===== src/rtl/video_pkg.sv =====
// Shared types and defaults for the camera-to-stream packetizer.
// Latency: n/a (types, constants and a width helper only).
// Backpressure: n/a.
package video_pkg;

  localparam int IMG_WIDTH_DEF  = 320;
  localparam int IMG_LENGTH_DEF = 240;

  typedef logic [11:0] pixel_t;
  typedef logic [2:0]  kernel_sel_t;

  typedef struct packed {
    pixel_t data;
    logic   sop;
    logic   eop;
  } beat_t;

  typedef enum logic [1:0] {
    ST_IDLE   = 2'd0,
    ST_ACTIVE = 2'd1,
    ST_DONE   = 2'd2
  } pkt_state_t;

  // Counter width for a range of n values; never less than one bit.
  function automatic int cnt_width(input int n);
    return (n > 1) ? $clog2(n) : 1;
  endfunction

endpackage


===== src/rtl/video_packetizer_if.sv =====
// Camera input, Avalon-ST output and status bundle of the packetizer.
// Latency: n/a (wiring only).
// Backpressure: ready_in from the sink; the camera side has none.
interface video_packetizer_if;
  import video_pkg::*;

  logic        frame_start;
  logic        pixel_valid;
  pixel_t      pixel_data;
  kernel_sel_t freq_flag_in;
  logic        ready_in;
`ifdef VIDEO_PACKETIZER_PATTERN_EN
  logic        pattern_sel;
`endif

  logic        valid_out;
  logic        startofpacket_out;
  logic        endofpacket_out;
  pixel_t      data_out;
  kernel_sel_t freq_flag_out;
  logic        overflow;

  // Camera plus downstream sink: drives pixels and ready, observes the stream.
  modport master (
`ifdef VIDEO_PACKETIZER_PATTERN_EN
    output pattern_sel,
`endif
    output frame_start, pixel_valid, pixel_data, freq_flag_in, ready_in,
    input  valid_out, startofpacket_out, endofpacket_out, data_out,
    input  freq_flag_out, overflow
  );

  // Packetizer side.
  modport slave (
`ifdef VIDEO_PACKETIZER_PATTERN_EN
    input  pattern_sel,
`endif
    input  frame_start, pixel_valid, pixel_data, freq_flag_in, ready_in,
    output valid_out, startofpacket_out, endofpacket_out, data_out,
    output freq_flag_out, overflow
  );

endinterface


===== src/rtl/stream_fifo.sv =====
// Small circular buffer of stream beats with full/empty flags.
// Latency: a write at edge N is visible on o_rd_dat right after edge N.
// Backpressure: a write when full is dropped unless a read happens in the same cycle.
module stream_fifo
  import video_pkg::*;
#(
  parameter int  DEPTH = 4,
  parameter type T     = beat_t
) (
  input  logic clk,
  input  logic rst,
  input  logic i_wr_vld,
  input  T     i_wr_dat,
  output logic o_full,
  input  logic i_rd_rdy,
  output logic o_rd_vld,
  output T     o_rd_dat
);

  localparam int AW = (DEPTH > 1) ? $clog2(DEPTH) : 1;

  T               r_mem [DEPTH];
  logic [AW-1:0]  r_wr_ptr;
  logic [AW-1:0]  r_rd_ptr;
  logic [AW:0]    r_count;
  logic           w_rd;
  logic           w_wr;

  assign o_full   = (r_count == (AW+1)'(DEPTH));
  assign o_rd_vld = (r_count != '0);
  assign o_rd_dat = r_mem[r_rd_ptr];
  assign w_rd     = o_rd_vld && i_rd_rdy;
  // A full buffer still accepts when the head leaves in the same cycle.
  assign w_wr     = i_wr_vld && (!o_full || w_rd);

  // Storage array; contents are only meaningful below r_count, so no reset.
  always_ff @(posedge clk) begin
    if (w_wr) r_mem[r_wr_ptr] <= i_wr_dat;
  end

  // Pointers and occupancy; depth is a power of two so pointers wrap naturally.
  always_ff @(posedge clk or posedge rst) begin
    if (rst) begin
      r_wr_ptr <= '0;
      r_rd_ptr <= '0;
      r_count  <= '0;
    end else begin
      if (w_wr) r_wr_ptr <= r_wr_ptr + AW'(1);
      if (w_rd) r_rd_ptr <= r_rd_ptr + AW'(1);
      case ({w_wr, w_rd})
        2'b10:   r_count <= r_count + (AW+1)'(1);
        2'b01:   r_count <= r_count - (AW+1)'(1);
        default: r_count <= r_count;
      endcase
    end
  end

endmodule


===== src/rtl/video_packetizer.sv =====
// Packs camera pixels into one Avalon-ST packet per frame; optional test pattern via VIDEO_PACKETIZER_PATTERN_EN.
// Latency: 1 cycle from pixel write to data_out when the buffer is empty.
// Backpressure: camera cannot stall; pixels arriving with a full, unread buffer are dropped and flag overflow.
module video_packetizer
  import video_pkg::*;
#(
  parameter int IMG_WIDTH  = IMG_WIDTH_DEF,
  parameter int IMG_LENGTH = IMG_LENGTH_DEF,
  parameter int FIFO_DEPTH = 4
) (
  input logic               clk,
  input logic               reset,
  video_packetizer_if.slave vif
);

  localparam int XW = cnt_width(IMG_WIDTH);
  localparam int YW = cnt_width(IMG_LENGTH);
  localparam logic [XW-1:0] X_LAST = XW'(IMG_WIDTH - 1);
  localparam logic [YW-1:0] Y_LAST = YW'(IMG_LENGTH - 1);

  pkt_state_t    r_state;
  logic [XW-1:0] r_x;
  logic [YW-1:0] r_y;
  kernel_sel_t   r_pending;
  kernel_sel_t   r_freq;
  logic          r_overflow;

  logic [XW-1:0] w_cur_x;
  logic [YW-1:0] w_cur_y;
  logic          w_accept;
  logic          w_sop;
  logic          w_eop;
  pixel_t        w_pixel;
  beat_t         w_beat;
  beat_t         w_head;
  logic          w_head_vld;
  logic          w_full;
  logic          w_rd;
  logic          w_drop;

  // A frame_start pixel is always coordinate (0,0), whatever the counters held.
  assign w_cur_x  = vif.frame_start ? '0 : r_x;
  assign w_cur_y  = vif.frame_start ? '0 : r_y;
  assign w_accept = vif.pixel_valid && (vif.frame_start || (r_state == ST_ACTIVE));
  assign w_sop    = (w_cur_x == '0) && (w_cur_y == '0);
  assign w_eop    = (w_cur_x == X_LAST) && (w_cur_y == Y_LAST);

`ifdef VIDEO_PACKETIZER_PATTERN_EN
  assign w_pixel = vif.pattern_sel ? {4'(w_cur_x), 4'(w_cur_y), 4'h0} : vif.pixel_data;
`else
  assign w_pixel = vif.pixel_data;
`endif

  assign w_beat = '{data: w_pixel, sop: w_sop, eop: w_eop};
  assign w_rd   = w_head_vld && vif.ready_in;
  assign w_drop = w_accept && w_full && !w_rd;

  stream_fifo #(
    .DEPTH (FIFO_DEPTH),
    .T     (beat_t)
  ) u_fifo (
    .clk      (clk),
    .rst      (reset),
    .i_wr_vld (w_accept),
    .i_wr_dat (w_beat),
    .o_full   (w_full),
    .i_rd_rdy (vif.ready_in),
    .o_rd_vld (w_head_vld),
    .o_rd_dat (w_head)
  );

  // Frame FSM and pixel coordinates; counters advance even when the pixel is dropped.
  always_ff @(posedge clk or posedge reset) begin
    if (reset) begin
      r_state <= ST_IDLE;
      r_x     <= '0;
      r_y     <= '0;
    end else if (w_accept) begin
      if (w_eop) begin
        r_state <= ST_DONE;
        r_x     <= '0;
        r_y     <= '0;
      end else if (w_cur_x == X_LAST) begin
        r_state <= ST_ACTIVE;
        r_x     <= '0;
        r_y     <= w_cur_y + YW'(1);
      end else begin
        r_state <= ST_ACTIVE;
        r_x     <= w_cur_x + XW'(1);
        r_y     <= w_cur_y;
      end
    end else if (vif.frame_start) begin
      r_state <= ST_ACTIVE;
      r_x     <= '0;
      r_y     <= '0;
    end
  end

  // Kernel selection: captured at frame_start, published when the sop beat leaves.
  // Overflow: a drop in the frame_start cycle belongs to the new frame, so it wins over the clear.
  always_ff @(posedge clk or posedge reset) begin
    if (reset) begin
      r_pending  <= '0;
      r_freq     <= '0;
      r_overflow <= 1'b0;
    end else begin
      if (vif.frame_start) r_pending <= vif.freq_flag_in;
      if (w_rd && w_head.sop) r_freq <= r_pending;
      if (w_drop) r_overflow <= 1'b1;
      else if (vif.frame_start) r_overflow <= 1'b0;
    end
  end

  assign vif.valid_out         = w_head_vld;
  assign vif.data_out          = w_head_vld ? w_head.data : '0;
  assign vif.startofpacket_out = w_head_vld && w_head.sop;
  assign vif.endofpacket_out   = w_head_vld && w_head.eop;
  assign vif.freq_flag_out     = r_freq;
  assign vif.overflow          = r_overflow;

endmodule


===== src/flat_wrapper.sv =====
// flat-port wrapper written by rule: the top's interface ports become plain ports
module video_packetizer_flat import video_pkg::*;
#(
  parameter int IMG_WIDTH  = IMG_WIDTH_DEF,
  parameter int IMG_LENGTH = IMG_LENGTH_DEF,
  parameter int FIFO_DEPTH = 4
)
  (clk, reset, vif_frame_start, vif_pixel_valid, vif_pixel_data, vif_freq_flag_in, vif_ready_in, vif_valid_out, vif_startofpacket_out, vif_endofpacket_out, vif_data_out, vif_freq_flag_out, vif_overflow);
  video_packetizer_if vif_i ();
  input logic clk;
  input logic reset;
  input wire logic [$bits(vif_i.frame_start)-1:0] vif_frame_start;
  input wire logic [$bits(vif_i.pixel_valid)-1:0] vif_pixel_valid;
  input wire logic [$bits(vif_i.pixel_data)-1:0] vif_pixel_data;
  input wire logic [$bits(vif_i.freq_flag_in)-1:0] vif_freq_flag_in;
  input wire logic [$bits(vif_i.ready_in)-1:0] vif_ready_in;
  output wire logic [$bits(vif_i.valid_out)-1:0] vif_valid_out;
  output wire logic [$bits(vif_i.startofpacket_out)-1:0] vif_startofpacket_out;
  output wire logic [$bits(vif_i.endofpacket_out)-1:0] vif_endofpacket_out;
  output wire logic [$bits(vif_i.data_out)-1:0] vif_data_out;
  output wire logic [$bits(vif_i.freq_flag_out)-1:0] vif_freq_flag_out;
  output wire logic [$bits(vif_i.overflow)-1:0] vif_overflow;
  assign vif_i.frame_start = vif_frame_start;
  assign vif_i.pixel_valid = vif_pixel_valid;
  assign vif_i.pixel_data = vif_pixel_data;
  assign vif_i.freq_flag_in = vif_freq_flag_in;
  assign vif_i.ready_in = vif_ready_in;
  assign vif_valid_out = vif_i.valid_out;
  assign vif_startofpacket_out = vif_i.startofpacket_out;
  assign vif_endofpacket_out = vif_i.endofpacket_out;
  assign vif_data_out = vif_i.data_out;
  assign vif_freq_flag_out = vif_i.freq_flag_out;
  assign vif_overflow = vif_i.overflow;
  video_packetizer #(.IMG_WIDTH(IMG_WIDTH), .IMG_LENGTH(IMG_LENGTH), .FIFO_DEPTH(FIFO_DEPTH)) u_core (.clk(clk), .reset(reset), .vif(vif_i));
endmodule

===== config.mk =====
export PLATFORM = sky130hd
export DESIGN_NAME = video_packetizer_flat
export DESIGN_NICKNAME = d
export VERILOG_FILES = /design/src/rtl/video_pkg.sv /design/src/rtl/video_packetizer_if.sv /design/src/rtl/stream_fifo.sv /design/src/rtl/video_packetizer.sv /design/src/flat_wrapper.sv
export SDC_FILE = /design/constraint.sdc
export NUM_CORES = 1
export LEC_CHECK = 0
export CAP_MARGIN = 20
export CORE_MARGIN = 4
export CORE_UTILIZATION = 30
export CTS_CLUSTER_DIAMETER = 30
export DETAILED_ROUTE_END_ITERATION = 7
export GPL_TIMING_DRIVEN = 0
export PLACE_DENSITY = 0.57
export SLEW_MARGIN = 10
export SYNTH_ARGS = -nofsm -noshare
export SYNTH_HDL_FRONTEND = slang
export SYNTH_HIERARCHICAL = 1
export SYNTH_SLANG_ARGS = --single-unit

===== constraint.sdc =====
create_clock -name clk -period 2.9 [get_ports clk]
set_input_delay 0.435 -clock clk [delete_from_list [all_inputs] [get_ports clk]]
set_output_delay 0.435 -clock clk [all_outputs]
set_load 0.005 [all_outputs]

==> reports/summary.md, run 1 <==
## Yosys
• mean cell area of the mapped netlist: 14.3 um2
• dominant cell type by area after synthesis: edfxtp_1
• Netlist cell types: 52
• synthesized instance count: 280
• share of async-settable or async-resettable flops after synthesis: 37.1%
• fraction of synthesized cell area taken by the top area cell type: 42.1%
• number of nets in the synthesized netlist: 307
• EDFF count, synth: 56
• register bit total from synthesis: 89
• Seq/Total Area, Yosys: 62.8%
• Synth warnings: 6
• Main synth FF type: edfxtp_1
• total standard cell area after synthesis: 4000 um2
• largest cells by area after synthesis: edfxtp_1, dfrtp_1, mux4_2

## Die
• die height: 123 um
• die outline width: 123 um
• die area: 15200 um2
• std cell rows: 41
• I/O pin count: 39
• starting density of the core: 31.2%
• total core area: 12800 um2

## Setup path
• largest fanout on the critical path: 10
• category of the worst setup path launch point: flip-flop
• crit end category: primary output
• setup slack of the worst register-to-register path: 0.55 ns
• critical register-to-register path startpoint: u_core/r_x[1]
• Max stage delay cell, worst path: or3_2
• category of the most critical setup path: reg2out
• CP max stage delay: 0.64 ns
• arrival time at the worst endpoint: 2.28 ns
• critical-path cell list: or3_2 > clkbuf_2 > and2_1 > clkdlybuf4s50_1
• required time worst endpoint: 2.47 ns
• Buf/Inv on CP: 2
• Critical path origin: u_core/u_fifo/r_count[0]
• Crit path max-delay family: simple AND/OR/NAND/NOR gates

## Cells and area
• total of fill cells in the finished design: 1234
• proportion of layout cells with a drive suffix above 1: 16.8%
• diode count: 0
• most common library cell in the layout ignoring fill and taps: edfxtp_1
• Layout area overhead: 23.4%
• Layout Nets: 356
• most frequent cells in the layout: edfxtp_1, clkdlybuf4s50_1, dfrtp_1
• core occupancy in the finished layout: 38.4%

## Route
• final routed DRC violation total: 0
• number of nets still failing antenna checks after routing: 0
• via count: 2413
• detailed router's first-iteration violation count: 152
• average routed wire per standard cell: 15.9 um
• first drt pass iteration count: 5
• routed vias/inst: 4.77
• wirelength, routed: 8050 um

## STA
• Slew @ Worst Pin: 0.758 ns
• setup violators final: 0
• total negative slack for setup checks: 0 ns
• clock skew after layout: 0.00593 ns
• time the worst path needs with I/O delays and setup: 2.72 ns
• upper clock frequency limit: 368 MHz
• share of the cycle needed by the critical path after routing: 93.8%
• RSZ-0062 raised after global routing: false
• Slew headroom: 49.0%
• number of pins exceeding their max-slew limit in the final report: 0
• hold violation count in the final report: 0

## Global routing
• met3 global-route usage: 3.29%
• total track usage: 11.5%
• routing usage on met2: 19.3%
• first-pass GRT wire length: 13100 um
• number of global-route vias before repair: 2545
• number of antenna violations at the first check in global routing: 0
• busiest layer in global routing: met2
• global-route congestion overflow total: 0
• met1 routing resource usage after global routing: 13.9%
• largest net degree at the start of global routing: 27

## Clocking
• root buf cell: clkbuf_16
• CTS Buf Count: 9
• TritonCTS clock tree: built
• depth of the CTS H-tree: 3
• latest clock arrival within the worst-skew pair: 0.34 ns
• clock edge transition at the registers on the reported setup and hold paths: 0.07 ns
• count of clock tree sinks: 89
• count of hold buffers inserted by post-cts repair: 0
• worst-case clock buffer depth: 2

## Placement
• number of buffers inserted by port buffering: 37
• detailed-placement wirelength estimate: 5380 um
• Routability Congestion: 0.834

## Power and ir drop
• total power consumption of the routed design: 4.34 mW
• IR Drop Worst-Case VDD: 270 uV
• Pleak: 1.77 nW
• power density of the placed cells: 881 nW/um2

## Outcome
• status: finished, final reports clean

## Run
• number of maximum-capacitance constraint violations: 0

## Worst hold path
• min-delay worst type: in2async

==> state kept, by name, indices dropped and copies added (netlist names) <==
signal / cells
u_core/vif.freq_flag_out: 3
u_core/u_fifo/r_wr_ptr: 2
u_core/r_pending: 3
u_core/r_y: 8
u_core/u_fifo/r_rd_ptr: 2
u_core/u_fifo/r_count: 3
u_core/r_x: 9
u_core/r_state: 2
u_core/u_fifo/r_mem: 56
u_core/vif.overflow: 1
==> timing repair <==
action | CTS | global route
buffers inserted | 0 | 0
gates resized for setup | 1 | 3
setup endpoints to repair | 8 | 12
==> area by class of cell <==
class                      instances  area (um2)  area share (%)
inverter                          14        52.6            1.07
buffer                             9        61.3            1.24
tap                              172         215            4.37
sequential                        89        2510            50.9
clock buffer                      10         229            4.64
clock inverter                     6        97.6            1.98
timing repair buffer              38         385            7.82
multi-input combinational        168        1380            28.0
==> final timing paths <==
| kind | end | cells after the start |
|---|---|---|
| setup / recovery | vif_data_out[1] | 4 |
| hold / removal | u_core/u_fifo/r_count[1] | 2 |
| setup reg to reg | u_core/r_y[7] | 6 |
| hold reg to reg | u_core/vif.freq_flag_out[2] | 1 |
| max in group asynchronous | u_core/r_x[7] | 3 |
| min in group clk | u_core/r_x[1] | 4 |
==> report_power, final <==
part / switching, mW / internal, mW / leakage (nW)
Clock: 0.509 / 0.769 / 0.160
Sequential: 0.108 / 1.60 / 0.942
Combinational: 0.572 / 0.781 / 0.671
==> cells by family after synthesis <==
kind of cell | synth area share [%]
XOR/XNOR | 2.41
flip-flops | 62.8
AND/OR/NAND/NOR | 14.0
adder cells (fa/ha/maj) | 2.38
buffers and inverters | 2.66
multiplexers | 10.7
AO/OA/AOI/OAI | 5.07
==> metal layers <==
metal / vias to the layer above / part of all wire, %
met1: 1213 / 46
met4: 0 / 1.3
li1: 1137 / -
met3: 10 / 3.7
met5: - / 0
met2: 53 / 49
==> through the flow <==
stage / hold WS [ns] / cell area (um2) / cells / worst slack [ns]
2_1_floorplan: 0.238 / 4000 / 280 / 0.514
3_3_place_gp: 0.485 / 4580 / 489 / 0.266
3_5_place_dp: 0.495 / 4580 / 489 / 0.279
4_1_cts: 0.368 / 4910 / 505 / 0.0435
5_1_grt: 0.382 / 4930 / 506 / 0.00998
6_report: 0.362 / 4930 / 506 / 0.180
==> cells in the mapped netlist (2+ instances only) <==
| cell type | count |
|---|---|
| a21oi_1 | 7 |
| and2_1 | 14 |
| and2_2 | 4 |
| and3_1 | 2 |
| buf_2 | 4 |
| buf_6 | 2 |
| clkbuf_1 | 2 |
| dfrtp_1 | 33 |
| edfxtp_1 | 56 |
| ha_1 | 6 |
| inv_1 | 14 |
| mux2_2 | 7 |
| mux2i_1 | 2 |
| mux4_2 | 14 |
| nand2_1 | 14 |
| nand2b_1 | 6 |
| nand3_1 | 7 |
| nand3b_1 | 3 |
| nand4_1 | 3 |
| nor2_1 | 11 |
| nor2b_1 | 6 |
| nor3_1 | 5 |
| nor4_1 | 5 |
| o211ai_1 | 2 |
| o21ai_0 | 9 |
| o21bai_1 | 2 |
| o31ai_1 | 2 |
| or3_1 | 5 |
| xnor2_1 | 9 |
| xor2_1 | 2 |
Power figures use the tool's default switching activity.
==> run 2, diff against run 1 <==
--- a/config.mk
+++ b/config.mk
@@ -6,4 +6,5 @@
 export NUM_CORES = 1
 export LEC_CHECK = 0
+export ABC_AREA = 1
 export CAP_MARGIN = 20
 export CORE_MARGIN = 4
==> constraint.sdc (replaced) <==
create_clock -name clk -period 2.9 [get_ports clk]
set_input_delay 0.29 -clock clk [delete_from_list [all_inputs] [get_ports clk]]
set_output_delay 0.29 -clock clk [all_outputs]
set_load 0.005 [all_outputs]
==> reports/summary.md, run 2 <==
## Power and ir drop
• total power consumption of the routed design: 4.47 mW
• clock network fraction of total power: 26.0%
• Pleak: 2.20 nW
• switching share of power: 33.7%
• net switching power: 1.51 mW
• Int Power: 2.97 mW
• power density of the placed cells: 861 nW/um2
• IR Drop Worst-Case VDD: 304 uV
• sequential share of power: 38.1%
• Gate power share: 35.9%

## Yosys
• Main synth FF type: edfxtp_1
• Netlist cell types: 35
• share of async-settable or async-resettable flops after synthesis: 37.1%
• largest cells by area after synthesis: edfxtp_1, dfrtp_1, nand2_1
• fraction of synthesized cell area taken by the top area cell type: 39.4%
• commonest cells in the synthesized netlist: nand2_1, inv_1, edfxtp_1
• synthesized instance count: 422
• dominant cell type by area after synthesis: edfxtp_1
• EDFF count, synth: 56
• mean cell area of the mapped netlist: 10.1 um2
• register bit total from synthesis: 89
• Seq/Total Area, Yosys: 58.7%
• total standard cell area after synthesis: 4270 um2
• most frequently used cell type in the post-synthesis netlist: nand2_1
• number of nets in the synthesized netlist: 449
• Synth warnings: 6

## Clocking
• depth of the CTS H-tree: 3
• Resized cells post-CTS: 0
• CTS Buf Count: 9
• count of clock tree sinks: 89
• Post-CTS Setup Repair Bufs: 0
• count of hold buffers inserted by post-cts repair: 0
• TritonCTS clock tree: built
• latest clock arrival within the worst-skew pair: 0.34 ns
• clock edge transition at the registers on the reported setup and hold paths: 0.07 ns
• worst-case clock buffer depth: 2
• root buf cell: clkbuf_16

## STA
• upper clock frequency limit: 371 MHz
• clock skew after layout: 0.0101 ns
• number of pins exceeding their max-slew limit in the final report: 0
• share of the cycle needed by the critical path after routing: 92.8%
• RSZ-0062 raised after global routing: false
• worst setup slack after layout: 0.208 ns
• total negative slack for setup checks: 0 ns
• Min Hold Slack: 0.206 ns
• setup violators final: 0
• Slew headroom: 40.4%
• Slew @ Worst Pin: 0.893 ns
• hold violation count in the final report: 0
• time the worst path needs with I/O delays and setup: 2.69 ns

## Route
• routed vias/inst: 4.57
• via count: 2999
• number of nets still failing antenna checks after routing: 0
• detailed router's first-iteration violation count: 238
• first drt pass iteration count: 4
• average routed wire per standard cell: 14.2 um
• final routed DRC violation total: 0
• wirelength, routed: 9340 um

## Placement
• cell count after placement: 639
• placement-stage worst setup slack: 0.306 ns
• Routability Congestion: 0.786
• detailed-placement wirelength estimate: 6350 um
• number of buffers inserted by port buffering: 37
• Post-DP Area: 4880 um2

## Die
• die height: 127 um
• I/O pin count: 39
• std cell rows: 43
• starting density of the core: 30.7%
• total core area: 13900 um2
• die area: 16200 um2
• die outline width: 127 um

## Cells and area
• most common library cell in the layout ignoring fill and taps: nand2_1
• Finished Layout Cells: 656
• most frequent cells in the layout: nand2_1, inv_1, edfxtp_1
• core occupancy in the finished layout: 37.3%
• Layout area overhead: 21.6%
• Layout Nets: 498
• Largest register FFs: 56
• proportion of layout cells with a drive suffix above 1: 13.9%
• diode count: 0
• top flop regs: u_core/u_fifo/r_mem x56, u_core/r_x x9, u_core/r_y x8
• largest register by flop count: u_core/u_fifo/r_mem
• final std cell area, no fill: 5190 um2

## Global routing
• total track usage: 12.0%
• global-route congestion overflow total: 0
• largest net degree at the start of global routing: 27
• number of global-route vias before repair: 3016
• first-pass GRT wire length: 14900 um
• number of antenna violations at the first check in global routing: 0

## Setup path
• category of the most critical setup path: reg2out
• arrival time at the worst endpoint: 2.40 ns
• largest fanout on the critical path: 10
• category of the worst setup path launch point: flip-flop
• required time worst endpoint: 2.61 ns
• crit end category: primary output

## Worst hold path
• min-delay worst type: in2async

## Outcome
• status: finished, final reports clean

## Run
• number of maximum-capacitance constraint violations: 0

==> run 2: cell count changes after synthesis, sizes merged, moves of 8 or more <==
cell,previous run,this run
inv,14,65
and2,18,0
mux2,8,0
nand2,14,76
nand3,7,20
nor2,11,65
mux4,14,0
o21ai,9,48
o22ai,1,14
==> run 2: cells by family (layout without fill, tap and decap cells) <==
kind of cell | Yosys count | after routing | share of synthesized area (%)
xor+xnor | 8 | 8 | 1.64
fa+ha+maj | 7 | 7 | 2.23
buf+inv | 78 | 132 | 7.79
flops | 89 | 89 | 58.7
simple gates | 173 | 173 | 21.0
compound gates | 67 | 67 | 8.67
==> run 2: critical path: stages (launching register included) <==
cell and delay (ns):
dfrtp_1 0.48, clkbuf_1 0.48, o21ai_0 0.19, o22ai_1 0.26
nand2_1 0.08, inv_1 0.07, clkdlybuf4s50_1 0.50
==> run 2: area by class of cell <==
type,instances,area (um2)
timing repair buffer,38,385
tap,180,225
buffer,13,81.3
clock buffer,9,225
fill,1389,8740
multi-input combinational,255,1440
inverter,65,251
clock inverter,7,75.1
sequential,89,2510
==> run 2: final timing paths <==
kind / from / to / slack (ns) / depth (start not counted)
hold / removal: reset / u_core/u_fifo/r_count[1] / 0.21 / 2
setup reg to reg: u_core/r_state[1] / u_core/u_fifo/r_mem[2][11] / 0.58 / 8
max in group asynchronous: reset / u_core/r_pending[2] / 2.12 / 3
setup / recovery: u_core/u_fifo/r_rd_ptr[1] / vif_data_out[0] / 0.21 / 6
hold reg to reg: u_core/vif.freq_flag_out[0] / u_core/vif.freq_flag_out[0] / 0.49 / 2
min in group clk: vif_frame_start / u_core/r_y[6] / 0.33 / 4
==> run 2: power groups by stage <==
stage               Sequential, mW  Combinational (mW)  Clock [mW]
global route                  1.73                1.79        1.26
detailed placement            1.73                1.61           0
floorplan                     1.70               0.873           0
CTS                           1.71                1.62        1.20
global placement              1.72                1.56           0
finish                        1.70                1.61        1.16
==> run 2: layer usage <==
| metal | track usage (%) | up-vias | wire length (um) |
|---|---|---|---|
| li1 | - | 1486 | - |
| met1 | 13.9 | 1444 | 3970 |
| met2 | 20.9 | 60 | 4760 |
| met3 | 4.14 | 9 | 504 |
| met4 | 3.60 | 0 | 106 |
| met5 | 0 | - | 0 |
==> run 3, diff against run 2 <==
Settings changed: CTS_CLUSTER_SIZE set to 10, MAX_ROUTING_LAYER set to met4.
==> reports/summary.md, run 3 (same netlist as run 2, synthesis figures left out) <==
## Outcome
• status: finished, final reports clean

## Setup path
• largest fanout on the critical path: 10
• critical-path cell list: clkbuf_1 > o21ai_0 > o22ai_1 > nand2_1 > inv_1 > clkdlybuf4s50_1
• setup slack of the worst register-to-register path: 0.57 ns
• critical register-to-register path startpoint: u_core/r_state[1]
• CP max stage delay: 0.50 ns
• category of the most critical setup path: reg2out
• arrival time at the worst endpoint: 2.34 ns
• required time worst endpoint: 2.61 ns
• category of the worst setup path launch point: flip-flop
• FF-to-FF End: u_core/u_fifo/r_mem[3][13]
• cell count of the worst reg-to-reg path: 8
• crit end category: primary output
• Max stage delay cell, worst path: clkdlybuf4s50_1

## Cells and area
• Layout Nets: 498
• proportion of layout cells with a drive suffix above 1: 13.9%
• top flop regs: u_core/u_fifo/r_mem x56, u_core/r_x x9, u_core/r_y x8
• Largest register FFs: 56
• core occupancy in the finished layout: 37.3%
• Layout area overhead: 21.6%
• most frequent cells in the layout: nand2_1, inv_1, edfxtp_1
• diode count: 0
• largest register by flop count: u_core/u_fifo/r_mem
• most common library cell in the layout ignoring fill and taps: nand2_1

## Clocking
• clock edge transition at the registers on the reported setup and hold paths: 0.06 ns
• count of clock tree sinks: 89
• count of hold buffers inserted by post-cts repair: 0
• Post-CTS Setup Repair Bufs: 0
• latest clock arrival within the worst-skew pair: 0.34 ns
• CTS Buf Count: 9
• TritonCTS clock tree: built
• root buf cell: clkbuf_16
• depth of the CTS H-tree: 3
• worst-case clock buffer depth: 2
• Resized cells post-CTS: 0

## Run
• number of maximum-capacitance constraint violations: 0

## Die
• I/O pin count: 39
• starting density of the core: 30.7%
• die outline width: 127 um
• total core area: 13900 um2
• die area: 16200 um2
• die height: 127 um
• std cell rows: 43

## Route
• number of nets still failing antenna checks after routing: 0
• average routed wire per standard cell: 14.1 um
• via count: 3010
• first drt pass iteration count: 4
• routed vias/inst: 4.59
• detailed router's first-iteration violation count: 224
• wirelength, routed: 9280 um
• final routed DRC violation total: 0

## STA
• number of pins exceeding their max-slew limit in the final report: 0
• total negative slack for setup checks: 0 ns
• Slew headroom: 39.6%
• Slew @ Worst Pin: 0.906 ns
• share of the cycle needed by the critical path after routing: 90.8%
• setup violators final: 0
• clock skew after layout: 0.00829 ns
• hold violation count in the final report: 0
• upper clock frequency limit: 380 MHz
• time the worst path needs with I/O delays and setup: 2.63 ns
• RSZ-0062 raised after global routing: false

## Placement
• Routability Congestion: 0.796
• detailed-placement wirelength estimate: 6350 um
• number of buffers inserted by port buffering: 37

## Global routing
• total track usage: 12.3%
• first-pass GRT wire length: 14900 um
• number of antenna violations at the first check in global routing: 0
• largest net degree at the start of global routing: 27
• number of global-route vias before repair: 3024
• global-route congestion overflow total: 0

## Power and ir drop
• Pleak: 2.20 nW
• IR Drop Worst-Case VDD: 301 uV
• power density of the placed cells: 859 nW/um2

## Worst hold path
• min-delay worst type: in2async

==> run 3: power breakdown <==
group / internal [mW] / switching (mW) / leakage [nW]
combinational: 0.691 / 0.907 / 1.12
sequential: 1.60 / 0.101 / 0.937
clock: 0.673 / 0.486 / 0.140
==> run 3: critical path: cells and delay by family, from the launching register on <==
kind,cells,cell delay [ns]
flops,1,0.48
buf+inv,3,1.05
simple gates,1,0.07
compound gates,2,0.41
==> run 3: through the flow <==
| step | hold slack (ns) | instance area, um2 | setup WS [ns] | power, mW | cells |
|---|---|---|---|---|---|
| 2_1_floorplan | 0.0934 | 4270 | 0.863 | 2.58 | 422 |
| 3_3_place_gp | 0.463 | 4870 | -0.0753 | 3.28 | 639 |
| 3_5_place_dp | 0.467 | 4880 | 0.306 | 3.35 | 639 |
| 4_1_cts | 0.207 | 5180 | 0.246 | 4.53 | 655 |
| 6_report | 0.210 | 5190 | 0.266 | 4.46 | 656 |
| 5_1_grt | 0.236 | 5190 | 0.0251 | 4.77 | 656 |
==> run 3: worst max path at each step <==
stage | startpoint | to | slack [ns] | cells after the start
floorplan | vif_frame_start | u_core/u_fifo/r_mem[0][0] | 0.86 | 8
global placement | vif_pixel_valid | u_core/u_fifo/r_mem[0][11] | -0.08 | 6
detailed placement | vif_pixel_valid | u_core/u_fifo/r_mem[3][11] | 0.31 | 6
CTS | u_core/u_fifo/r_rd_ptr[1] | vif_data_out[0] | 0.25 | 6
global route | u_core/u_fifo/r_rd_ptr[1] | vif_data_out[0] | 0.03 | 6
finish | u_core/u_fifo/r_rd_ptr[1] | vif_data_out[0] | 0.27 | 6
==> run 3: routing by layer <==
metal / share of wire [%] / wire (um) / up-vias / GRT usage, %
met4: 1.2 / 113 / 0 / 3.41
met2: 51 / 4730 / 77 / 20.9
met3: 6.6 / 610 / 9 / 4.26
li1: - / - / 1485 / -
met5: 0 / 0 / - / -
met1: 41 / 3820 / 1439 / 13.8
==> run 3: cell type report <==
class,count,area (um2)
Fill cell,1389,8740
Sequential cell,89,2510
Multi-Input combinational cell,255,1440
Timing Repair Buffer,38,385
Inverter,65,251
Clock buffer,9,225
Tap cell,180,225
Buffer,13,81.3
Clock inverter,7,75.1
